$ cat config.mk
export PLATFORM = sky130hd
export DESIGN_NAME = pipe_stall_ctrl_flat
export DESIGN_NICKNAME = d
export VERILOG_FILES = /design/src/rtl/pipe_stall_ctrl_if.sv /design/src/rtl/pipe_stall_ctrl.sv /design/src/flat_wrapper.sv
export SDC_FILE = /design/constraint.sdc
export NUM_CORES = 1
export LEC_CHECK = 0
export ABC_AREA = 1
export CORE_ASPECT_RATIO = 0.8
export CORE_MARGIN = 2
export CORE_UTILIZATION = 50
export CTS_CLUSTER_SIZE = 28
export DETAILED_ROUTE_END_ITERATION = 10
export PLACE_DENSITY = 0.81
export SYNTH_ARGS = -nofsm -noshare
export SYNTH_HDL_FRONTEND = slang
export SYNTH_SLANG_ARGS = --single-unit
export TNS_END_PERCENT = 100
$ cat constraint.sdc
create_clock -name clk -period 5.23 [get_ports clk]
set_clock_uncertainty 0.1 [all_clocks]
set_input_delay 0.7845 -clock clk [delete_from_list [all_inputs] [get_ports clk]]
set_output_delay 0.7845 -clock clk [all_outputs]
set_load 0.01 [all_outputs]
$ cat src/rtl/pipe_stall_ctrl_if.sv
// Hazard-control bundle between the 5-stage pipeline datapath and pipe_stall_ctrl.
// master: the pipeline side. It drives the ID/EX instruction info, br_taken and mem_busy,
//         and receives the stall, flush and status signals.
// slave:  the controller side, which sees the same signals with the opposite directions.
interface pipe_stall_ctrl_if #(
  parameter int CNT_W = 16
);
  logic [15:0]      instr_dec;
  logic [15:0]      instr_ex;
  logic [1:0]       regdst_ex;
  logic             regWriteEn_ex;
  logic             br_taken;
  logic             mem_busy;
  logic             pc_stall;
  logic             ifid_stall;
  logic             idex_stall;
  logic             exmem_stall;
  logic             ifid_flush;
  logic             idex_bubble;
  logic             halted;
  logic             mem_err;
  logic [CNT_W-1:0] stall_count;

  modport master (
    output instr_dec, instr_ex, regdst_ex, regWriteEn_ex, br_taken, mem_busy,
    input  pc_stall, ifid_stall, idex_stall, exmem_stall, ifid_flush, idex_bubble,
           halted, mem_err, stall_count
  );

  modport slave (
    input  instr_dec, instr_ex, regdst_ex, regWriteEn_ex, br_taken, mem_busy,
    output pc_stall, ifid_stall, idex_stall, exmem_stall, ifid_flush, idex_bubble,
           halted, mem_err, stall_count
  );
endinterface

$ cat src/rtl/pipe_stall_ctrl.sv
// Pipeline hazard scheduler. It inserts load-use bubbles, flushes IF/ID on a taken redirect,
// freezes the whole pipe while data memory is busy (with a watchdog), and parks the front end on HALT.
// Ports: clk, rst (async, active-low), bus (slave side of pipe_stall_ctrl_if).
// Latency: stall, flush and bubble are combinational from the state and the inputs, so there is no added cycle.
// Backpressure: mem_busy beats a redirect, which beats a load-use hazard. A redirect seen during a busy wait is remembered.
module pipe_stall_ctrl #(
  parameter int FLUSH_CYCLES = 1,
  parameter int MEM_TIMEOUT  = 64,
  parameter int CNT_W        = 16
) (
  input logic              clk,
  input logic              rst,
  pipe_stall_ctrl_if.slave bus
);
  localparam logic [4:0] OP_LD   = 5'b10001;
  localparam logic [4:0] OP_ST   = 5'b10000;
  localparam logic [4:0] OP_STU  = 5'b10011;
  localparam logic [4:0] OP_LBI  = 5'b11000;
  localparam logic [4:0] OP_HALT = 5'b00000;
  localparam logic [4:0] OP_NOP  = 5'b00001;
  localparam logic [4:0] OP_J    = 5'b00100;
  localparam logic [4:0] OP_JAL  = 5'b00110;
  localparam int         WD_W    = $clog2(MEM_TIMEOUT + 1);

  typedef enum logic [1:0] {S_RUN, S_MEM_WAIT, S_FLUSH, S_HALT} state_t;

  state_t           state_q, state_d;
  logic             flush_pend_q, flush_pend_d;
  logic [2:0]       cnt_q, cnt_d;
  logic [WD_W-1:0]  wd_q, wd_d;
  logic             mem_err_q, mem_err_d;
  logic [CNT_W-1:0] stall_count_q, stall_count_d;

  // ---------------- load-use detection ----------------
  logic [4:0] op_dec, op_ex;
  logic [2:0] ex_dest;
  logic       rs_used, rt_used, load_use;

  assign op_dec = bus.instr_dec[15:11];
  assign op_ex  = bus.instr_ex[15:11];

  always_comb begin
    ex_dest = bus.instr_ex[10:8];
    case (bus.regdst_ex)
      2'b00:   ex_dest = bus.instr_ex[4:2];
      2'b01:   ex_dest = bus.instr_ex[7:5];
      default: ex_dest = bus.instr_ex[10:8];
    endcase
  end

  assign rs_used = !(op_dec inside {OP_HALT, OP_NOP, OP_J, OP_JAL, OP_LBI});
  assign rt_used = (op_dec[4:1] == 4'b1101) || (op_dec[4:2] == 3'b111) ||
                   (op_dec == OP_ST) || (op_dec == OP_STU);
  assign load_use = (op_ex == OP_LD) && bus.regWriteEn_ex && (bus.regdst_ex != 2'b11) &&
                    ((rs_used && (bus.instr_dec[10:8] == ex_dest)) ||
                     (rt_used && (bus.instr_dec[7:5] == ex_dest)));

  // ---------------- next state and controls ----------------
  logic pc_stall_c, ifid_stall_c, ifid_flush_c, idex_bubble_c;
  logic stall_all, redirect, run_eval;
  logic [WD_W-1:0] wd_inc;

  assign wd_inc = (wd_q == WD_W'(MEM_TIMEOUT)) ? wd_q : wd_q + 1'b1;

  always_comb begin
    state_d       = state_q;
    flush_pend_d  = flush_pend_q;
    cnt_d         = cnt_q;
    wd_d          = wd_q;
    pc_stall_c    = 1'b0;
    ifid_stall_c  = 1'b0;
    ifid_flush_c  = 1'b0;
    idex_bubble_c = 1'b0;
    stall_all     = 1'b0;
    redirect      = 1'b0;
    run_eval      = 1'b0;

    unique case (state_q)
      S_RUN: run_eval = 1'b1;
      S_MEM_WAIT: begin
        if (bus.mem_busy) begin
          stall_all    = 1'b1;
          wd_d         = wd_inc;
          flush_pend_d = flush_pend_q | bus.br_taken;
        end else begin
          wd_d         = '0;
          state_d      = S_RUN;
          flush_pend_d = 1'b0;
          // The remembered redirect takes this cycle. Otherwise the normal rules apply with no lost cycle.
          if (flush_pend_q) redirect = 1'b1;
          else              run_eval = 1'b1;
        end
      end
      S_FLUSH: begin
        // ID and EX hold bubbles here, so a redirect, load-use or HALT seen now is stale and ignored.
        if (bus.mem_busy) begin
          stall_all = 1'b1;
          wd_d      = wd_inc;
        end else begin
          wd_d         = '0;
          ifid_flush_c = 1'b1;
          if (cnt_q <= 3'd1) state_d = S_RUN;
          else               cnt_d   = cnt_q - 3'd1;
        end
      end
      S_HALT: begin
        pc_stall_c   = 1'b1;
        ifid_flush_c = 1'b1;
      end
      default: state_d = S_RUN;
    endcase

    if (run_eval) begin
      if (bus.mem_busy) begin
        stall_all    = 1'b1;
        wd_d         = {{(WD_W-1){1'b0}}, 1'b1};
        flush_pend_d = bus.br_taken;
        state_d      = S_MEM_WAIT;
      end else if (bus.br_taken) begin
        redirect = 1'b1;
      end else begin
        if (load_use) begin
          pc_stall_c    = 1'b1;
          ifid_stall_c  = 1'b1;
          idex_bubble_c = 1'b1;
        end
        if (op_ex == OP_HALT) state_d = S_HALT;
      end
    end

    if (redirect) begin
      ifid_flush_c  = 1'b1;
      idex_bubble_c = 1'b1;
      if (FLUSH_CYCLES > 1) begin
        state_d = S_FLUSH;
        cnt_d   = 3'(FLUSH_CYCLES - 1);
      end else begin
        state_d = S_RUN;
      end
    end

    if (stall_all) begin
      pc_stall_c   = 1'b1;
      ifid_stall_c = 1'b1;
    end
  end

  assign mem_err_d     = mem_err_q | (wd_d == WD_W'(MEM_TIMEOUT));
  assign stall_count_d = (pc_stall_c && (stall_count_q != '1)) ? stall_count_q + 1'b1 : stall_count_q;

  always_ff @(posedge clk or negedge rst) begin
    if (!rst) begin
      state_q       <= S_RUN;
      flush_pend_q  <= 1'b0;
      cnt_q         <= '0;
      wd_q          <= '0;
      mem_err_q     <= 1'b0;
      stall_count_q <= '0;
    end else begin
      state_q       <= state_d;
      flush_pend_q  <= flush_pend_d;
      cnt_q         <= cnt_d;
      wd_q          <= wd_d;
      mem_err_q     <= mem_err_d;
      stall_count_q <= stall_count_d;
    end
  end

  // The combinational controls are gated so that every output is 0 while reset is held, whatever the inputs do.
  assign bus.pc_stall    = rst & pc_stall_c;
  assign bus.ifid_stall  = rst & ifid_stall_c;
  assign bus.idex_stall  = rst & stall_all;
  assign bus.exmem_stall = rst & stall_all;
  assign bus.ifid_flush  = rst & ifid_flush_c;
  assign bus.idex_bubble = rst & idex_bubble_c;
  assign bus.halted      = rst & (state_q == S_HALT);
  assign bus.mem_err     = rst & mem_err_q;
  assign bus.stall_count = stall_count_q & {CNT_W{rst}};

  logic unused_bits;
  assign unused_bits = ^{bus.instr_dec[4:0], bus.instr_ex[1:0]};
endmodule

$ cat src/flat_wrapper.sv
// flat-port wrapper written by rule: the top's interface ports become plain ports
module pipe_stall_ctrl_flat 
#(
  parameter int FLUSH_CYCLES = 1,
  parameter int MEM_TIMEOUT  = 64,
  parameter int CNT_W        = 16
)
  (clk, rst, bus_instr_dec, bus_instr_ex, bus_regdst_ex, bus_regWriteEn_ex, bus_br_taken, bus_mem_busy, bus_pc_stall, bus_ifid_stall, bus_idex_stall, bus_exmem_stall, bus_ifid_flush, bus_idex_bubble, bus_halted, bus_mem_err, bus_stall_count);
  pipe_stall_ctrl_if #(.CNT_W(CNT_W)) bus_i ();
  input logic clk;
  input logic rst;
  input wire logic [$bits(bus_i.instr_dec)-1:0] bus_instr_dec;
  input wire logic [$bits(bus_i.instr_ex)-1:0] bus_instr_ex;
  input wire logic [$bits(bus_i.regdst_ex)-1:0] bus_regdst_ex;
  input wire logic [$bits(bus_i.regWriteEn_ex)-1:0] bus_regWriteEn_ex;
  input wire logic [$bits(bus_i.br_taken)-1:0] bus_br_taken;
  input wire logic [$bits(bus_i.mem_busy)-1:0] bus_mem_busy;
  output wire logic [$bits(bus_i.pc_stall)-1:0] bus_pc_stall;
  output wire logic [$bits(bus_i.ifid_stall)-1:0] bus_ifid_stall;
  output wire logic [$bits(bus_i.idex_stall)-1:0] bus_idex_stall;
  output wire logic [$bits(bus_i.exmem_stall)-1:0] bus_exmem_stall;
  output wire logic [$bits(bus_i.ifid_flush)-1:0] bus_ifid_flush;
  output wire logic [$bits(bus_i.idex_bubble)-1:0] bus_idex_bubble;
  output wire logic [$bits(bus_i.halted)-1:0] bus_halted;
  output wire logic [$bits(bus_i.mem_err)-1:0] bus_mem_err;
  output wire logic [$bits(bus_i.stall_count)-1:0] bus_stall_count;
  assign bus_i.instr_dec = bus_instr_dec;
  assign bus_i.instr_ex = bus_instr_ex;
  assign bus_i.regdst_ex = bus_regdst_ex;
  assign bus_i.regWriteEn_ex = bus_regWriteEn_ex;
  assign bus_i.br_taken = bus_br_taken;
  assign bus_i.mem_busy = bus_mem_busy;
  assign bus_pc_stall = bus_i.pc_stall;
  assign bus_ifid_stall = bus_i.ifid_stall;
  assign bus_idex_stall = bus_i.idex_stall;
  assign bus_exmem_stall = bus_i.exmem_stall;
  assign bus_ifid_flush = bus_i.ifid_flush;
  assign bus_idex_bubble = bus_i.idex_bubble;
  assign bus_halted = bus_i.halted;
  assign bus_mem_err = bus_i.mem_err;
  assign bus_stall_count = bus_i.stall_count;
  pipe_stall_ctrl #(.FLUSH_CYCLES(FLUSH_CYCLES), .MEM_TIMEOUT(MEM_TIMEOUT), .CNT_W(CNT_W)) u_core (.clk(clk), .rst(rst), .bus(bus_i));
endmodule
Word-level counts from Yosys, hierarchy flattened
Cells that the tools add are included.
W data, S select, Z words.

word-level totals
  register bits after elaboration = 30
  input bits = 39
  output and inout bits = 24

operators by class
  $add $sub $neg = 3
  order comparisons = 1
  equality and inequality tests = 19
  muxes and demuxes = 47
  bitwise gates (word level) = 12
  reduce and logical (&&, ||, !) cells = 18

operators with widths
  kind                     count
  $mux W7                  5
  $mux W1                  30
  $eq A5 B5 Y1 const B     4
  $add A16 B1 Y16 const B  1
  $and A16 B16 Y16         1
  $mux W2                  8
  $ne A16 B16 Y1 const B   1
  $eq A7 B7 Y1 const B     2
  $eq A5 B3 Y1 const B     2
  $logic_not A5 Y1         2
  $add A7 B1 Y7 const B    1
  $and A1 B1 Y1            7
  $eq A3 B3 Y1             2
  $logic_and A1 B1 Y1      6
  $pmux W3 S2              1
  $eq A5 B1 Y1 const B     1
  $reduce_bool A5 Y1       1
  $eq A2 B1 Y1 const B     2
  $eq A2 B2 Y1 const B     2
  $eq A4 B4 Y1 const B     1
  $logic_not A2 Y1         2
  $logic_or A1 B1 Y1       4
  $pmux W1 S2              2
  $pmux W2 S2              1
  other kinds (9)          11

Longest topological paths before layout
Gate-level depths: netlist of run 1.

  depth in word-level cells = 13
  mapped depth = 16

Least setup slack after synthesis of run 1
No wires, ideal clock.

  kind = input-to-output
  start point = input bus_mem_busy
  end point = output bus_idex_bubble
  arrival time = 1.747 ns
  data required time = 4.345 ns
  setup slack = 2.599 ns
  stages = 7
  buffers on the path = 0
  cells stage by stage = inv_2 > nand2_1 > o21bai_1 > nand2_1 > o21ai_0 > inv_1 > a21oi_1

on the way
  word-level cells in the longest chain between the ends = 7
  elaborated cells on any way between the ends = 11
  classes of those cells = mux: 10; bitwise: 1

ends and longest elaborated chain
  element            RTL line                source
  from (decl)        flat_wrapper.sv:17      input wire logic [$bits(bus_i.mem_busy)-1:0] bus_mem_busy;
  $mux W1            pipe_stall_ctrl.sv:81   if (bus.mem_busy) begin
  $mux W1            pipe_stall_ctrl.sv:78   unique case (state_q)
  $mux W1            pipe_stall_ctrl.sv:119  end else if (bus.br_taken) begin
  $mux W1            pipe_stall_ctrl.sv:114  if (bus.mem_busy) begin
  $mux W1            pipe_stall_ctrl.sv:113  if (run_eval) begin
  $mux W1 (*)        pipe_stall_ctrl.sv:131  if (redirect) begin
  $and A1 B1 Y1 (*)  pipe_stall_ctrl.sv:175  assign bus.idex_bubble = rst & idex_bubble_c;
  to (decl)          flat_wrapper.sv:23      output wire logic [$bits(bus_i.idex_bubble)-1:0] bus_idex_bubble;

Mark *: on every way between the ends. The rest lies on a longest branch, timed or not.

Worst setup path after layout of run 1
Ends and elaborated chain as after synthesis.

==> summary.txt, run 1 <==
Run status
  – Status: completed

Worst setup path
  – CP max FO: 7
  – Setup crit end kind: primary output
  – CP max stage delay: 540 ps
  – Worst path arrival time: 3020 ps
  – CP startpoint kind: input pin
  – Levels on crit path: 9
  – Worst Reg2Reg Path Length in Cells: 9
  – Worst path buffer plus inverter count: 4
  – Slowest CP cell: clkdlybuf4s50_1
  – Critical-path cell list: clkdlybuf4s50_1 -> inv_2 -> nand2_1 -> o21bai_1 -> nand2_1 -> o21ai_0 -> inv_1 -> a21oi_1 -> clkdlybuf4s50_1
  – Setup CP Type: input pin to primary output
  – Crit path required time: 4350 ps
  – Crit-path leading delay family: buffers and inverters

Detailed routing
  – DRC Markers: 0
  – Initial drt markers: 103
  – Total number of vias: 2,332
  – Routed vias/inst: 4.779
  – Antenna Violating Nets Remaining: 0
  – Post-Route WL: 5410 µm
  – Drt wl/cell: 11.09 µm
  – Drt pass-1 iters: 4

GRT
  – Largest net degree at the start of global routing: 30
  – Vias in the first global route: 2,143
  – Most used routing layer: met2
  – First-pass GRT wire length: 9404 µm
  – Number of antenna violations at the first check in global routing: 0
  – Gr ovfl total: 0
  – M2 GR Usage: 33.37%
  – Met1 Use GR: 28.31%
  – Met3 Resource Use GR: 3.912%
  – GRT Overall Usage: 20.57%

Flow run
  – Max cap viols: 0

Synth
  – Dominant synthesized flop cell: dfrtp_1
  – Post-Synthesis Cells: 369
  – Warnings, synthesis: 0
  – Top-count cell post-synth: nand2_1
  – Commonest cells in the netlist: nand2_1 (97), inv_1 (76), dfrtp_1 (30), nand3_1 (29), nor2_1 (21)
  – FF+latch count, synth: 30
  – Number of synthesized flops with an enable pin: 0
  – Post-synthesis average cell area: 6.795 µm²
  – Top post-synthesis cells by area: dfrtp_1 (30%), nand2_1 (15%), inv_1 (11%)
  – Post-synthesis sequential area ratio: 29.94%
  – Area leader, netlist: dfrtp_1
  – Synth top area share: 29.94%
  – Syn_nets: 417
  – Netlist cell types: 33
  – Async set-reset flop share out of synthesis: 100.0%
  – Synth Cell Area: 2507 µm²

Place
  – Cell Area, Placed: 3087 µm²
  – DP HPWL: 4128 µm
  – RePlAce Congestion: 0.8671
  – Dpl cells: 480
  – IO buf count: 55

Clock tree
  – Clock-pin slew on the worst setup and hold paths: 70 ps
  – Root buffer cell: clkbuf_8
  – CTS max path bufs: 2
  – Post-CTS Repair Setup Buffers: 0
  – H-tree levels: 2
  – Clock sink count: 30
  – TritonCTS buffer count: 5
  – Hold_buf cts: 0
  – Post-cts sizing count: 0
  – CTS tree: done
  – Clock insertion delay at the later pin of the skew report: 290 ps

Finish
  – Sequential cell area: 750.7 µm²
  – Area of the multi-input gates: 1413 µm²
  – Fill cell count: 421
  – Design area: 3196 µm²
  – Area grow syn2layout: 27.44%
  – Fin cells: 488
  – Final nets: 473
  – Final Core Density: 64.94%
  – Share of layout cells above drive strength 1: 10.33%
  – Antenna Cells: 0

Floorplanning
  – Initial Utilization: 50.95%
  – Die area: 5601 µm²
  – Core Area: 4921 µm²
  – Row cnt: 23
  – DIE WIDTH: 83.18 µm
  – Die height: 67.34 µm
  – Ports: 63

STA
  – Period utilization: 74.60%
  – Crit path time final: 3901 ps
  – Final TNS setup: 0 ps
  – Final count of pins violating max slew: 0
  – Hold WS: 323.9 ps
  – Least-Margin Pin Slew: 538.4 ps
  – RSZ-0062 raised after global routing: false
  – Setup-failing EPs final: 0
  – Slew HR: 63.73%
  – Max Clk Rate: 0.2563 GHz
  – Final Hold Fails: 0

Power and ir drop
  – PwrDens: 280.3 nW/µm²
  – VDD IR max: 278.1 µV
  – Pleak: 0.001722 µW

Hold path
  – Min-delay worst type: input pin to asynchronous set/reset pin
-- area by class of cell --
| cell class | count | share of cell area (%) |
|---|---|---|
| clock buffers | 5 | 2.153 |
| clock inverters | 3 | 1.253 |
| inverters | 78 | 9.162 |
| multi-input cells | 254 | 44.21 |
| flip-flops and latches | 30 | 23.49 |
| well taps | 62 | 2.428 |
| repair buffers | 56 | 17.31 |
-- state kept, by name (all words and copies together) (netlist names) --
| signal | count |
|---|---|
| u_core.mem_err_q | 1 |
| u_core.state_q | 2 |
| u_core.stall_count_q | 16 |
| u_core.wd_q | 7 |
| u_core.cnt_q | 3 |
| u_core.flush_pend_q | 1 |
-- where the power goes --
group	internal, µW	total, µW	switching, µW
combinational	147	352	206
sequential	266	309	43.2
clock	140	234	94.4
total	553	896	343
-- logic make-up (layout without fill, tap and decap cells) --
| logic type | after synthesis | in the layout | share of synthesized area [%] |
|---|---|---|---|
| AOI/OAI and AO/OA | 24 | 24 | 5.290 |
| xor gates and xnor gates | 19 | 19 | 6.637 |
| adders and majority gates | 9 | 9 | 4.491 |
| buffers and inverters | 85 | 142 | 13.72 |
| DFF | 30 | 30 | 29.94 |
| and+or+nand+nor | 202 | 202 | 39.92 |
-- per-layer routing --
| layer | vias to the layer above | part of all wire (%) |
|---|---|---|
| met5 | - | 0 |
| met4 | 0 | 0.81 |
| met3 | 5 | 3.6 |
| met2 | 44 | 44 |
| met1 | 1031 | 51 |
| li1 | 1252 | - |
-- stage by stage --
step                power [µW]  worst slack, ps
finish                   895.8             1329
global route             962.7             1115
CTS                      901.8             1320
detailed placement       662.9             1337
global placement         646.8             1398
floorplan                555.3             2599
-- cells in the final DEF (no fill, tap or decap), types with 3 or more instances in the layout --
master           count
xor2_1              15
clkdlybuf4s50_1     54
nand3b_1             3
nor2_2               3
dfrtp_1             30
clkbuf_8             5
a21oi_1              8
inv_1               76
ha_1                 9
nand3_1             29
nand3_2              4
nor4_1               4
o22ai_1              5
nor3_1               7
nand2_2             19
nand2_1             97
xnor2_1              4
nand4_1              7
nor2_1              21
o21ai_0              8
-- path summary, 6_finish.rpt --
check / start / end / slack, ps
min reg2reg: u_core.cnt_q[2] / u_core.cnt_q[2] / 370
max in group asynchronous: rst / u_core.wd_q[5] / 4030
min in group clk: u_core.cnt_q[2] / u_core.cnt_q[2] / 370
min: rst / u_core.stall_count_q[4] / 320
max: bus_mem_busy / bus_idex_bubble / 1330
max reg2reg: u_core.state_q[0] / u_core.stall_count_q[14] / 2860
(Power assumes the default switching activity.)
==> inputs of run 2 (changes only) <==
--- a/config.mk
+++ b/config.mk
@@ -8,10 +8,10 @@
 export ABC_AREA = 1
 export CORE_ASPECT_RATIO = 0.8
 export CORE_MARGIN = 2
-export CORE_UTILIZATION = 50
+export CORE_UTILIZATION = 45
 export CTS_CLUSTER_SIZE = 28
 export DETAILED_ROUTE_END_ITERATION = 10
-export PLACE_DENSITY = 0.81
+export PLACE_DENSITY = 0.77
 export SYNTH_ARGS = -nofsm -noshare
 export SYNTH_HDL_FRONTEND = slang
 export SYNTH_SLANG_ARGS = --single-unit
==> constraint.sdc (replaced) <==
create_clock -name clk -period 3.4 [get_ports clk]
set_clock_uncertainty 0.1 [all_clocks]
set_input_delay 0.51 -clock clk [delete_from_list [all_inputs] [get_ports clk]]
set_output_delay 0.51 -clock clk [all_outputs]
set_load 0.01 [all_outputs]
==> summary.txt, run 2 (synthesized netlist as in run 1, its figures left out) <==
Run status
  – Status: completed

Detailed routing
  – Antenna Violating Nets Remaining: 0
  – Drt pass-1 iters: 4
  – Initial drt markers: 174
  – Total number of vias: 2,388
  – DRC Markers: 0
  – Drt wl/cell: 11.13 µm
  – Routed vias/inst: 4.834
  – Post-Route WL: 5496 µm

STA
  – Final setup margin: 232.6 ps
  – Max Clk Rate: 0.3157 GHz
  – Least-Margin Pin Slew: 423.9 ps
  – Final Hold Fails: 0
  – RSZ-0062 raised after global routing: false
  – Final TNS setup: 0 ps
  – Setup-failing EPs final: 0
  – Final count of pins violating max slew: 0
  – Crit path time final: 3167 ps
  – Slew HR: 71.52%
  – Period utilization: 93.16%

GRT
  – Vias in the first global route: 2,180
  – Met3 Resource Use GR: 3.617%
  – Largest net degree at the start of global routing: 22
  – Met1 Use GR: 27.65%
  – Most used routing layer: met2
  – GRT Overall Usage: 18.92%
  – First-pass GRT wire length: 9508 µm
  – Gr ovfl total: 0
  – Number of antenna violations at the first check in global routing: 0
  – M2 GR Usage: 28.03%

Flow run
  – Max cap viols: 0

Place
  – DP HPWL: 4300 µm
  – RePlAce Congestion: 0.8723
  – Dpl ws: 221.8 ps
  – IO buf count: 55

Finish
  – Most flop-heavy register: u_core.stall_count_q
  – Area grow syn2layout: 27.79%
  – Final nets: 476
  – Antenna Cells: 0
  – Largest register FFs: 16
  – Largest regs: u_core.stall_count_q (16), u_core.wd_q (7), u_core.cnt_q (3)
  – Share of layout cells above drive strength 1: 10.72%
  – Most common cell after layout, fill and taps aside: nand2_1
  – Most frequent cells in the layout: nand2_1 (97), inv_1 (76), clkdlybuf4s50_1 (54)

Floorplanning
  – DIE WIDTH: 87.46 µm
  – Initial Utilization: 46.39%
  – Die height: 70.77 µm
  – Ports: 63
  – Die area: 6189 µm²
  – Row cnt: 24
  – Core Area: 5405 µm²

Worst setup path
  – Slowest CP cell: clkdlybuf4s50_1
  – Critical-path cell list: clkdlybuf4s50_1 -> inv_2 -> nand3b_1 -> nand3_2 -> nand2_1 -> nand2_1 -> nor2_1 -> nand2_1 -> nand2_1 -> nand2_2 -> a31oi_1 -> clkdlybuf4s50_1
  – CP max FO: 6
  – Crit path top cell by count: nand2_1
  – Crit path required time: 2790 ps
  – Worst path arrival time: 2560 ps
  – Setup crit end kind: primary output
  – Setup CP Type: input pin to primary output
  – CP startpoint kind: input pin
  – CP max stage delay: 600 ps

Clock tree
  – TritonCTS buffer count: 5
  – Clock sink count: 30
  – H-tree levels: 2
  – Clock-pin slew on the worst setup and hold paths: 60 ps
  – Post-cts sizing count: 0
  – Hold_buf cts: 0
  – Root buffer cell: clkbuf_8
  – CTS max path bufs: 2
  – CTS tree: done
  – Clock insertion delay at the later pin of the skew report: 280 ps
  – Post-CTS Repair Setup Buffers: 0

Power and ir drop
  – PwrDens: 413.4 nW/µm²
  – Pleak: 0.001727 µW
  – VDD IR max: 262.7 µV
  – Total power: 1325 µW

Hold path
  – Min-delay worst type: input pin to asynchronous set/reset pin
-- run 2: cell count changes in the layout (fill, tap and decap cells not counted) --
cell,delta
bufinv_16,-1
buf_4,+3
clkbuf_8,+1
clkbuf_1,+1
clkinv_2,-1
-- run 2: final timing paths --
path	endpoint	cells past startpoint	slack, ps	from
worst max register to register	u_core.stall_count_q[1]	9	1050	u_core.state_q[0]
worst max-delay path	bus_pc_stall	12	230	bus_regdst_ex[1]
worst min register to register	u_core.mem_err_q	2	380	u_core.mem_err_q
min in group clk	u_core.mem_err_q	2	380	u_core.mem_err_q
worst min-delay path	u_core.stall_count_q[6]	1	20	rst
max in group asynchronous	u_core.wd_q[6]	2	2630	rst
-- run 2: layout make-up --
cell class                      count  area (µm²)
Timing Repair Buffer               59       575.6
Multi-Input combinational cell    254        1413
Clock buffer                        7       86.33
Fill cell                         519        2201
Inverter                           78       292.8
Sequential cell                    30       750.7
Tap cell                           65       81.33
Clock inverter                      1       5.005
-- run 2: worst max-delay path: cells and delay by family --
kind,cells,cell delay (ps)
buffers and inverters,3,1230
and+or+nand+nor,8,650
AOI/OAI and AO/OA,1,160
-- run 2: per-stage QoR --
stage / cells / hold slack (ps) / utilization, % / instance area (µm²)
6_report: 494 / 15.59 / 59.28 / 3204
5_1_grt: 494 / 34.79 / 59.28 / 3204
4_1_cts: 494 / 13.26 / 59.28 / 3204
3_5_place_dp: 486 / 325.0 / 57.59 / 3113
3_3_place_gp: 486 / 325.2 / 57.59 / 3113
2_1_floorplan: 369 / 114.4 / - / 2507
-- run 2: metal layers --
layer / vias up / wire length (µm)
li1: 1264 / -
met1: 1070 / 2901
met2: 45 / 2301
met3: 9 / 199
met4: 0 / 93
met5: - / 0
-- run 2: report_power, final --
part / leakage (µW) / internal [µW] / switching, µW
combinational: 0.00128 / 234 / 319
clock: 0.0000482 / 163 / 135
sequential: 0.000395 / 410 / 63.9
total: 0.00173 / 806 / 518
